## src/rtl/dcache_wbuf_if.sv

```systemverilog
// dcache_wbuf_if
//   Groups the DCache-side and system-bus-side signals of the posted-write
//   buffer into one bundle.
//   modport slave  : the buffer's view (dcache_wbuf)
//   modport master : the environment's view (DCache core + system arbiter)
//   DCache side : c_req, c_ack, c_addr, c_rdata, c_wdata, c_rd, c_wr, c_ready
//   Bus side    : bus_req, bus_ack, bus_addr, bus_rdata, bus_wdata,
//                 bus_rd, bus_wr, bus_ready
interface dcache_wbuf_if;
    logic        c_req;
    logic        c_ack;
    logic [31:0] c_addr;
    logic [31:0] c_rdata;
    logic [31:0] c_wdata;
    logic        c_rd;
    logic        c_wr;
    logic        c_ready;
    logic        bus_req;
    logic        bus_ack;
    logic [31:0] bus_addr;
    logic [31:0] bus_rdata;
    logic [31:0] bus_wdata;
    logic        bus_rd;
    logic        bus_wr;
    logic        bus_ready;

    modport slave (
        input  c_req, c_addr, c_wdata, c_rd, c_wr,
        input  bus_ack, bus_rdata, bus_ready,
        output c_ack, c_rdata, c_ready,
        output bus_req, bus_addr, bus_wdata, bus_rd, bus_wr
    );

    modport master (
        output c_req, c_addr, c_wdata, c_rd, c_wr,
        output bus_ack, bus_rdata, bus_ready,
        input  c_ack, c_rdata, c_ready,
        input  bus_req, bus_addr, bus_wdata, bus_rd, bus_wr
    );
endinterface

```

## src/rtl/dcache_wbuf.sv

```systemverilog
// dcache_wbuf
//   Posted-write buffer between the DCache bus master port and the system
//   bus arbiter. Stores go into a DEPTH-entry FIFO and complete at once on
//   the core side; the FIFO drains in order. Line-fill reads pass through
//   combinationally once they are ordered against pending writes.
// Parameters:
//   DEPTH  FIFO entries (power of two, >= 2)
// Ports:
//   clk    system clock, rising edge
//   rst_n  asynchronous active-low reset
//   wb     dcache_wbuf_if.slave (DCache side + system bus side)
// Configuration macro:
//   WBUF_RAW_BYPASS_EN  when defined, reads that do not alias a buffered
//                       write (same 64-byte line) bypass the FIFO.
module dcache_wbuf #(
    parameter int unsigned DEPTH = 4
) (
    input  logic          clk,
    input  logic          rst_n,
    dcache_wbuf_if.slave  wb
);
    localparam int unsigned AW = $clog2(DEPTH);

    typedef enum logic {IDLE, GRANT} state_t;

    state_t      r_state;
    logic        r_ack;

    logic [AW:0]      r_wp;
    logic [AW:0]      r_rp;
    logic [DEPTH-1:0] r_valid;
    logic [31:0]      r_addr [DEPTH];
    logic [31:0]      r_data [DEPTH];

    logic [AW-1:0] w_wi;
    logic [AW-1:0] w_ri;
    logic          w_full;
    logic          w_empty;
    logic          w_head_vld;
    logic          w_read_go;
    logic          w_push;
    logic          w_pop;
    logic          w_c_ready;
    logic          w_bus_req;
    logic          w_bus_rd;
    logic          w_bus_wr;
    logic [31:0]   w_bus_addr;
    logic [31:0]   w_bus_wdata;

    assign w_wi    = r_wp[AW-1:0];
    assign w_ri    = r_rp[AW-1:0];
    assign w_empty = (r_wp == r_rp);
    assign w_full  = (r_wp[AW] != r_rp[AW]) && (w_wi == w_ri);
    assign w_head_vld = r_valid[w_ri];

`ifdef WBUF_RAW_BYPASS_EN
    logic w_hit;

    // Line-granular alias check against every buffered entry.
    always_comb begin
        w_hit = 1'b0;
        for (int unsigned i = 0; i < DEPTH; i++) begin
            if (r_valid[i] && (r_addr[i][31:6] == wb.c_addr[31:6]))
                w_hit = 1'b1;
        end
    end

    assign w_read_go = r_ack & wb.c_rd & ~w_hit;
`else
    assign w_read_go = r_ack & wb.c_rd & w_empty;
`endif

    // Both strobes high is illegal: the read side wins and nothing is pushed.
    // A same-cycle pop never frees the slot for this push (full is registered state).
    assign w_push = r_ack & wb.c_wr & ~wb.c_rd & ~w_full;

    always_comb begin
        w_c_ready   = 1'b0;
        w_bus_req   = 1'b0;
        w_bus_rd    = 1'b0;
        w_bus_wr    = 1'b0;
        w_bus_addr  = '0;
        w_bus_wdata = '0;
        w_pop       = 1'b0;
        if (w_read_go) begin
            w_bus_req  = 1'b1;
            w_bus_rd   = wb.bus_ack;
            w_bus_addr = wb.c_addr;
            w_c_ready  = wb.bus_ack & wb.bus_ready;
        end else begin
            w_c_ready = w_push;
            if (w_head_vld) begin
                w_bus_req   = 1'b1;
                w_bus_wr    = wb.bus_ack;
                w_bus_addr  = r_addr[w_ri];
                w_bus_wdata = r_data[w_ri];
                w_pop       = wb.bus_ack & wb.bus_ready;
            end
        end
    end

    assign wb.c_ack     = r_ack;
    assign wb.c_rdata   = wb.bus_rdata;
    assign wb.c_ready   = w_c_ready;
    assign wb.bus_req   = w_bus_req;
    assign wb.bus_rd    = w_bus_rd;
    assign wb.bus_wr    = w_bus_wr;
    assign wb.bus_addr  = w_bus_addr;
    assign wb.bus_wdata = w_bus_wdata;

    // Grant FSM; ack is a register so it never depends on the strobes.
    always_ff @(posedge clk or negedge rst_n) begin
        if (!rst_n) begin
            r_state <= IDLE;
            r_ack   <= 1'b0;
        end else begin
            case (r_state)
                IDLE: if (wb.c_req) begin
                    r_state <= GRANT;
                    r_ack   <= 1'b1;
                end
                GRANT: if (!wb.c_req) begin
                    r_state <= IDLE;
                    r_ack   <= 1'b0;
                end
                default: begin
                    r_state <= IDLE;
                    r_ack   <= 1'b0;
                end
            endcase
        end
    end

    always_ff @(posedge clk or negedge rst_n) begin
        if (!rst_n) begin
            r_wp    <= '0;
            r_rp    <= '0;
            r_valid <= '0;
        end else begin
            if (w_push) begin
                r_wp          <= r_wp + {{AW{1'b0}}, 1'b1};
                r_valid[w_wi] <= 1'b1;
            end
            if (w_pop) begin
                r_rp          <= r_rp + {{AW{1'b0}}, 1'b1};
                r_valid[w_ri] <= 1'b0;
            end
        end
    end

    // Payload storage needs no reset; entries are qualified by r_valid.
    always_ff @(posedge clk) begin
        if (w_push) begin
            r_addr[w_wi] <= wb.c_addr;
            r_data[w_wi] <= wb.c_wdata;
        end
    end
endmodule

```

## src/flat_wrapper.sv

```systemverilog
// flat-port wrapper written by rule: the top's interface ports become plain ports
module dcache_wbuf_flat 
#(
    parameter int unsigned DEPTH = 4
)
  (clk, rst_n, wb_c_req, wb_c_addr, wb_c_wdata, wb_c_rd, wb_c_wr, wb_bus_ack, wb_bus_rdata, wb_bus_ready, wb_c_ack, wb_c_rdata, wb_c_ready, wb_bus_req, wb_bus_addr, wb_bus_wdata, wb_bus_rd, wb_bus_wr);
  dcache_wbuf_if wb_i ();
  input  logic clk;
  input  logic rst_n;
  input wire logic [$bits(wb_i.c_req)-1:0] wb_c_req;
  input wire logic [$bits(wb_i.c_addr)-1:0] wb_c_addr;
  input wire logic [$bits(wb_i.c_wdata)-1:0] wb_c_wdata;
  input wire logic [$bits(wb_i.c_rd)-1:0] wb_c_rd;
  input wire logic [$bits(wb_i.c_wr)-1:0] wb_c_wr;
  input wire logic [$bits(wb_i.bus_ack)-1:0] wb_bus_ack;
  input wire logic [$bits(wb_i.bus_rdata)-1:0] wb_bus_rdata;
  input wire logic [$bits(wb_i.bus_ready)-1:0] wb_bus_ready;
  output wire logic [$bits(wb_i.c_ack)-1:0] wb_c_ack;
  output wire logic [$bits(wb_i.c_rdata)-1:0] wb_c_rdata;
  output wire logic [$bits(wb_i.c_ready)-1:0] wb_c_ready;
  output wire logic [$bits(wb_i.bus_req)-1:0] wb_bus_req;
  output wire logic [$bits(wb_i.bus_addr)-1:0] wb_bus_addr;
  output wire logic [$bits(wb_i.bus_wdata)-1:0] wb_bus_wdata;
  output wire logic [$bits(wb_i.bus_rd)-1:0] wb_bus_rd;
  output wire logic [$bits(wb_i.bus_wr)-1:0] wb_bus_wr;
  assign wb_i.c_req = wb_c_req;
  assign wb_i.c_addr = wb_c_addr;
  assign wb_i.c_wdata = wb_c_wdata;
  assign wb_i.c_rd = wb_c_rd;
  assign wb_i.c_wr = wb_c_wr;
  assign wb_i.bus_ack = wb_bus_ack;
  assign wb_i.bus_rdata = wb_bus_rdata;
  assign wb_i.bus_ready = wb_bus_ready;
  assign wb_c_ack = wb_i.c_ack;
  assign wb_c_rdata = wb_i.c_rdata;
  assign wb_c_ready = wb_i.c_ready;
  assign wb_bus_req = wb_i.bus_req;
  assign wb_bus_addr = wb_i.bus_addr;
  assign wb_bus_wdata = wb_i.bus_wdata;
  assign wb_bus_rd = wb_i.bus_rd;
  assign wb_bus_wr = wb_i.bus_wr;
  dcache_wbuf #(.DEPTH(DEPTH)) u_core (.clk(clk), .rst_n(rst_n), .wb(wb_i));
endmodule
```

## config.mk

```make
export PLATFORM = sky130hd
export DESIGN_NAME = dcache_wbuf_flat
export DESIGN_NICKNAME = d
export VERILOG_FILES = /design/src/rtl/dcache_wbuf_if.sv /design/src/rtl/dcache_wbuf.sv /design/src/flat_wrapper.sv
export SDC_FILE = /design/constraint.sdc
export NUM_CORES = 1
export LEC_CHECK = 0
export ABC_AREA = 0
export CAP_MARGIN = 20
export CORE_MARGIN = 8
export CORE_UTILIZATION = 54
export CTS_BUF_LIST = sky130_fd_sc_hd__clkbuf_2 sky130_fd_sc_hd__clkbuf_4 sky130_fd_sc_hd__clkbuf_8
export DETAILED_ROUTE_END_ITERATION = 12
export HOLD_SLACK_MARGIN = 0.02
export PLACE_DENSITY = 0.91
export SLEW_MARGIN = 30
export SYNTH_ARGS = -nofsm -noshare
export SYNTH_HDL_FRONTEND = slang
export SYNTH_SLANG_ARGS = --single-unit
```

## constraint.sdc

```tcl
create_clock -name clk -period 4.2 [get_ports clk]
set_clock_uncertainty 0.05 [all_clocks]
set_input_delay 0.42 -clock clk [delete_from_list [all_inputs] [get_ports clk]]
set_output_delay 0.42 -clock clk [all_outputs]
set_load 0.1 [all_outputs]
```

==> impl_metrics.env, run 1 <==
export IMPL_status="finished, final reports clean"
export IMPL_ys_types=29
export IMPL_ctsHoldBuffers=0
export IMPL_core_rowCount=51
export IMPL_start_util=0.550
export IMPL_die_w_um=157
export IMPL_post_route_util=0.660
export IMPL_syn_avg_cell_area_sq_um=21.3
export IMPL_layout_drive_gt1_share=0.327
export IMPL_cts_htree_levels=2
export IMPL_fin_nets=745
export IMPL_period_share=0.837
export IMPL_chipHeight_um=157
export IMPL_max_slew_margin=0.457
export IMPL_dp_hpwl_mm=13.0
export IMPL_startpoint_type="flip-flop"
export IMPL_clk_pin_slew_worst_paths_ps=70
export IMPL_tightest_slew_ps=815
export IMPL_pre_cts_slack_ps=1080
export IMPL_ys_seq_elements=268
export IMPL_core_area_sq_mm=0.0194
export IMPL_finalHoldViolations=0
export IMPL_fin_ws_ps=683
export IMPL_first_pass_iters=4
export IMPL_wl_mm=21.9
export IMPL_grt_pass1_wl_mm=33.8
export IMPL_yosysWarnings=0
export IMPL_syn_cell_area_sq_mm=0.0107
export IMPL_cts_tree="built"
export IMPL_worstSetupPathType="reg -> out"
export IMPL_max_cap_viol_count=0
export IMPL_pin_count=204
export IMPL_detail_route_wl_per_cell_um=23.6
export IMPL_clock_path_buffers=3
export IMPL_worstPathMaxFanout=40
export IMPL_grt_pass1_vias=5864
export IMPL_grt_start_max_net_pins=69
export IMPL_synth_nets=612
export IMPL_grt_usage=0.182
export IMPL_hold_class="in -> async"
export IMPL_clk_latency_ps=510
export IMPL_io_buffers=139
export IMPL_diodes=0
export IMPL_cts_setup_buffers=0
export IMPL_place_area_sq_mm=0.0119
export IMPL_ant_nets=0
export IMPL_clockRootBuffer="clkbuf_8"
export IMPL_cp_data_required_time_ps=3730
export IMPL_gp_congestion=0.743
export IMPL_fillers=1302
export IMPL_area_growth_pct=20.1
export IMPL_ctsResizeCount=0
export IMPL_synthCells=501
export IMPL_end_kind="primary output"
export IMPL_drc_errors=0
export IMPL_initialDrtViolationCount=325
export IMPL_antenna_found_initial=0
export IMPL_clock_sinks=268
export IMPL_via_per_inst=5.61
export IMPL_rsz0062_at_grt="false"
export IMPL_fin_crit_ps=3520
export IMPL_drv_slew=0
export IMPL_final_setup_viol_count=0
export IMPL_synth_seq_area_share=0.749
export IMPL_overflow=0
export IMPL_finalSetupTns_ps=0
export IMPL_cts_inserted_buffers=41
export IMPL_die_area_sq_mm=0.0245
export IMPL_critPathArrivalTime_ps=3050
export IMPL_num_vias=5208
export IMPL_final_area_sq_mm=0.0128
export IMPL_max_freq_ghz=0.284
## metal layers
metal	track usage	share of wire	vias up
li1	-	-	2293
met1	0.223	0.39	2669
met2	0.301	0.51	178
met3	0.0510	0.067	68
met4	0.0737	0.033	0
met5	0	0	-
## Yosys cell counts, drive strengths merged
| master | count | area (sq um) |
|---|---|---|
| a22o | 32 | 280 |
| xnor2 | 3 | 26.3 |
| xor2 | 5 | 43.8 |
| a31o | 1 | 8.76 |
| nor2 | 1 | 3.75 |
| or2 | 1 | 6.26 |
| buf | 50 | 334 |
| inv | 5 | 18.8 |
| o311a | 1 | 10.0 |
| edfxtp | 256 | 7690 |
| a2bb2oi | 3 | 26.3 |
| and2 | 38 | 238 |
| and3 | 1 | 6.26 |
| maj3 | 1 | 10.0 |
| nand2 | 2 | 7.51 |
| o21ai | 1 | 5.00 |
| nor2b | 1 | 6.26 |
| mux2 | 1 | 15.0 |
| ha | 8 | 100 |
| a21oi | 1 | 5.00 |
| o41a | 1 | 11.3 |
| nor4 | 1 | 12.5 |
| dfrtp | 12 | 300 |
| clkbuf | 9 | 33.8 |
| and4 | 1 | 8.76 |
| mux4 | 65 | 1460 |
## logic make-up (layout without fill, tap and decap cells)
| kind of cell | after synthesis | in the layout | share of synthesized area |
|---|---|---|---|
| flip-flops | 268 | 268 | 0.749 |
| multiplexers | 66 | 66 | 0.139 |
| buffers and inverters | 64 | 227 | 0.0362 |
| AND/OR/NAND/NOR | 46 | 46 | 0.0271 |
| AO/OA/AOI/OAI | 40 | 40 | 0.0325 |
| adder cells (fa/ha/maj) | 9 | 9 | 0.0103 |
| XOR/XNOR | 8 | 8 | 0.00657 |
## layout by cell type, fill, tap and decap left out, types with 2 or more instances in the layout
master,n
a22o_1,32
a2bb2oi_1,3
and2_1,34
and2_4,4
buf_12,4
buf_4,73
bufinv_16,2
clkbuf_4,8
clkbuf_8,43
clkdlybuf4s50_1,70
clkinv_1,11
clkinv_2,6
clkinvlp_4,3
dfrtp_1,10
dfrtp_4,2
edfxtp_1,256
ha_1,8
inv_1,5
mux4_2,65
nand2_1,2
xnor2_1,3
xor2_1,5
## area by class of cell
class,count,area [sq um],share of cell area
Tap cell,265,332,0.0259
Clock inverter,22,154,0.0120
Inverter,5,18.8,0.00146
Timing Repair Buffer,149,1350,0.105
Multi-Input combinational cell,169,2310,0.181
Sequential cell,268,8000,0.624
Clock buffer,51,652,0.0509
## metrics by stage
step,std cells,hold WS [ps]
after floorplan,501,74.4
after global placement,852,426
after detailed placement,852,477
after CTS,925,178
after global routing,929,204
final,929,197
## final timing paths
kind                       cells past startpoint           start              end  slack [ps]
setup reg to reg                               5  u_core.r_rp[1]   u_core.r_rp[1]        1360
min in group clk                               1        wb_c_req   u_core.r_state         340
max in group asynchronous                      1           rst_n   u_core.r_rp[0]        3500
hold reg to reg                                1  u_core.r_wp[2]   u_core.r_wp[2]         500
setup / recovery                               5  u_core.r_rp[1]  wb_bus_wdata[5]         680
hold / removal                                 1           rst_n  u_core.wb.c_ack         200
## critical path, stage by stage (launching register included)
cell and delay (ps):
dfrtp_4 500, xor2_1 340, o41a_2 750, buf_4 420, and2_1 200, buf_4 300
## state kept, by name, summed over array words and instances (netlist names)
| signal | count |
|---|---|
| u_core.r_addr | 128 |
| u_core.r_data | 128 |
| u_core.r_valid | 4 |
| u_core.r_rp | 3 |
| u_core.r_wp | 3 |
| u_core.r_state | 1 |
| u_core.wb.c_ack | 1 |
Power of run 1 is not shown: default switching activity piles up to over one toggle a cycle in this logic, so the estimate is an artifact.
==> run 2: changes to the inputs <==
CORE_UTILIZATION = 49   (was 54)
PLACE_DENSITY = 0.87   (was 0.91)
clock period = 3 ns   (was 4.2 ns; I/O delays follow)
==> impl_metrics.env, run 2 (synthesized netlist as in run 1, its figures left out) <==
export IMPL_status="finished, final reports clean"
export IMPL_ant_nets=0
export IMPL_area_growth_pct=28.9
export IMPL_startpoint_type="flip-flop"
export IMPL_core_rowCount=54
export IMPL_end_kind="primary output"
export IMPL_diodes=0
export IMPL_hold_class="in -> async"
export IMPL_first_pass_iters=4
export IMPL_tightest_slew_ps=727
export IMPL_worstRegToRegCells=4
export IMPL_detail_route_wl_per_cell_um=23.3
export IMPL_gp_congestion=0.754
export IMPL_final_area_sq_mm=0.0137
export IMPL_grt_usage=0.169
export IMPL_num_vias=5330
export IMPL_chipHeight_um=164
export IMPL_cts_inserted_buffers=43
export IMPL_multi_input_area_sq_mm=0.00231
export IMPL_finalHoldViolations=0
export IMPL_clockRootBuffer="clkbuf_8"
export IMPL_setup_worst_path_start="u_core.r_rp[0]"
export IMPL_grt_pass1_wl_mm=34.5
export IMPL_grt_pass1_vias=6099
export IMPL_via_per_inst=5.59
export IMPL_worstPathMaxFanout=23
export IMPL_io_buffers=139
export IMPL_cts_setup_buffers=0
export IMPL_drc_errors=0
export IMPL_fin_crit_ps=2820
export IMPL_core_area_sq_mm=0.0216
export IMPL_clk_latency_ps=530
export IMPL_max_slew_margin=0.515
export IMPL_post_route_util=0.636
export IMPL_register_area_sq_mm=0.00800
export IMPL_layout_drive_gt1_share=0.335
export IMPL_r2r_end="u_core.r_data[2][29]"
export IMPL_initialDrtViolationCount=338
export IMPL_final_setup_viol_count=0
export IMPL_clock_path_buffers=3
export IMPL_cts_htree_levels=2
export IMPL_final_cell_mix="edfxtp_1, buf_12, clkdlybuf4s50_1"
export IMPL_ctsHoldBuffers=0
export IMPL_fillers=1457
export IMPL_clock_sinks=268
export IMPL_start_util=0.493
export IMPL_drv_slew=0
export IMPL_max_freq_ghz=0.355
export IMPL_max_cap_viol_count=0
export IMPL_grt_start_max_net_pins=69
export IMPL_period_share=0.938
export IMPL_fin_nets=751
export IMPL_die_w_um=164
export IMPL_dp_hpwl_mm=13.8
export IMPL_regToRegSetupSlack_ps=580
export IMPL_die_area_sq_mm=0.0268
export IMPL_cts_tree="built"
export IMPL_antenna_found_initial=0
export IMPL_cp_data_required_time_ps=2650
export IMPL_wl_mm=22.2
export IMPL_rsz0062_at_grt="false"
export IMPL_reg_top3="u_core.r_addr x128, u_core.r_data x128, u_core.r_valid x4"
export IMPL_worstSetupPathType="reg -> out"
export IMPL_pin_count=204
export IMPL_clk_pin_slew_worst_paths_ps=70
export IMPL_regToRegStartpoint="u_core.r_rp[0]"
export IMPL_critPathArrivalTime_ps=2470
export IMPL_finalSetupTns_ps=0
export IMPL_place_area_sq_mm=0.0129
export IMPL_overflow=0
export IMPL_layout_commonest_cell="edfxtp_1"
run 2: cell count changes in the layout (fill, tap and decap cells not counted):
cell | previous run | this run
clkbuf_4 | 8 | 11
clkinvlp_4 | 3 | 5
buf_12 | 4 | 73
buf_2 | 1 | 0
clkinv_1 | 11 | 12
bufinv_16 | 2 | 1
buf_6 | 1 | 2
inv_6 | 0 | 1
buf_4 | 73 | 8
run 2: final cells by class:
| cell class | count | area share |
|---|---|---|
| flip-flops and latches | 268 | 0.581 |
| multi-input cells | 169 | 0.168 |
| repair buffers | 153 | 0.163 |
| clock buffers | 54 | 0.0490 |
| well taps | 280 | 0.0255 |
| clock inverters | 25 | 0.0110 |
| inverters | 5 | 0.00137 |
run 2: critical path, stage by stage (launching register included):
cell and delay, ps:
dfrtp_4 450, buf_4 430, mux4_2 600, a22o_1 260
buf_12 170
run 2: what timing repair did:
item                       CTS  global route
cloned                       0             0
resized for setup            1             1
setup endpoints to repair   19            16
run 2: per-layer routing:
layer / vias to the layer above / global-route usage / wire (um)
met5: - / 0 / 0
li1: 2307 / - / -
met4: 0 / 0.0736 / 664
met1: 2772 / 0.201 / 8760
met3: 59 / 0.0423 / 1390
met2: 192 / 0.286 / 11400
run 2: per-stage QoR:
step,setup slack (ps),hold slack (ps),instances
floorplan,105,-45.6,501
global placement,592,442,875
detailed placement,545,471,875
CTS,64.2,46.4,954
global route,50.9,74.0,954
finish,185,65.3,954
run 2: worst max-delay path by stage:
stage / slack (ps) / endpoint / depth (start not counted)
after floorplan: 110 / wb_bus_addr[10] / 4
after global placement: 590 / wb_bus_addr[5] / 6
after global routing: 50 / wb_bus_addr[7] / 4
after detailed placement: 540 / wb_bus_addr[7] / 4
final: 180 / wb_bus_addr[7] / 4
after CTS: 60 / wb_bus_wdata[3] / 5
Power of run 2 is left out for the same reason.
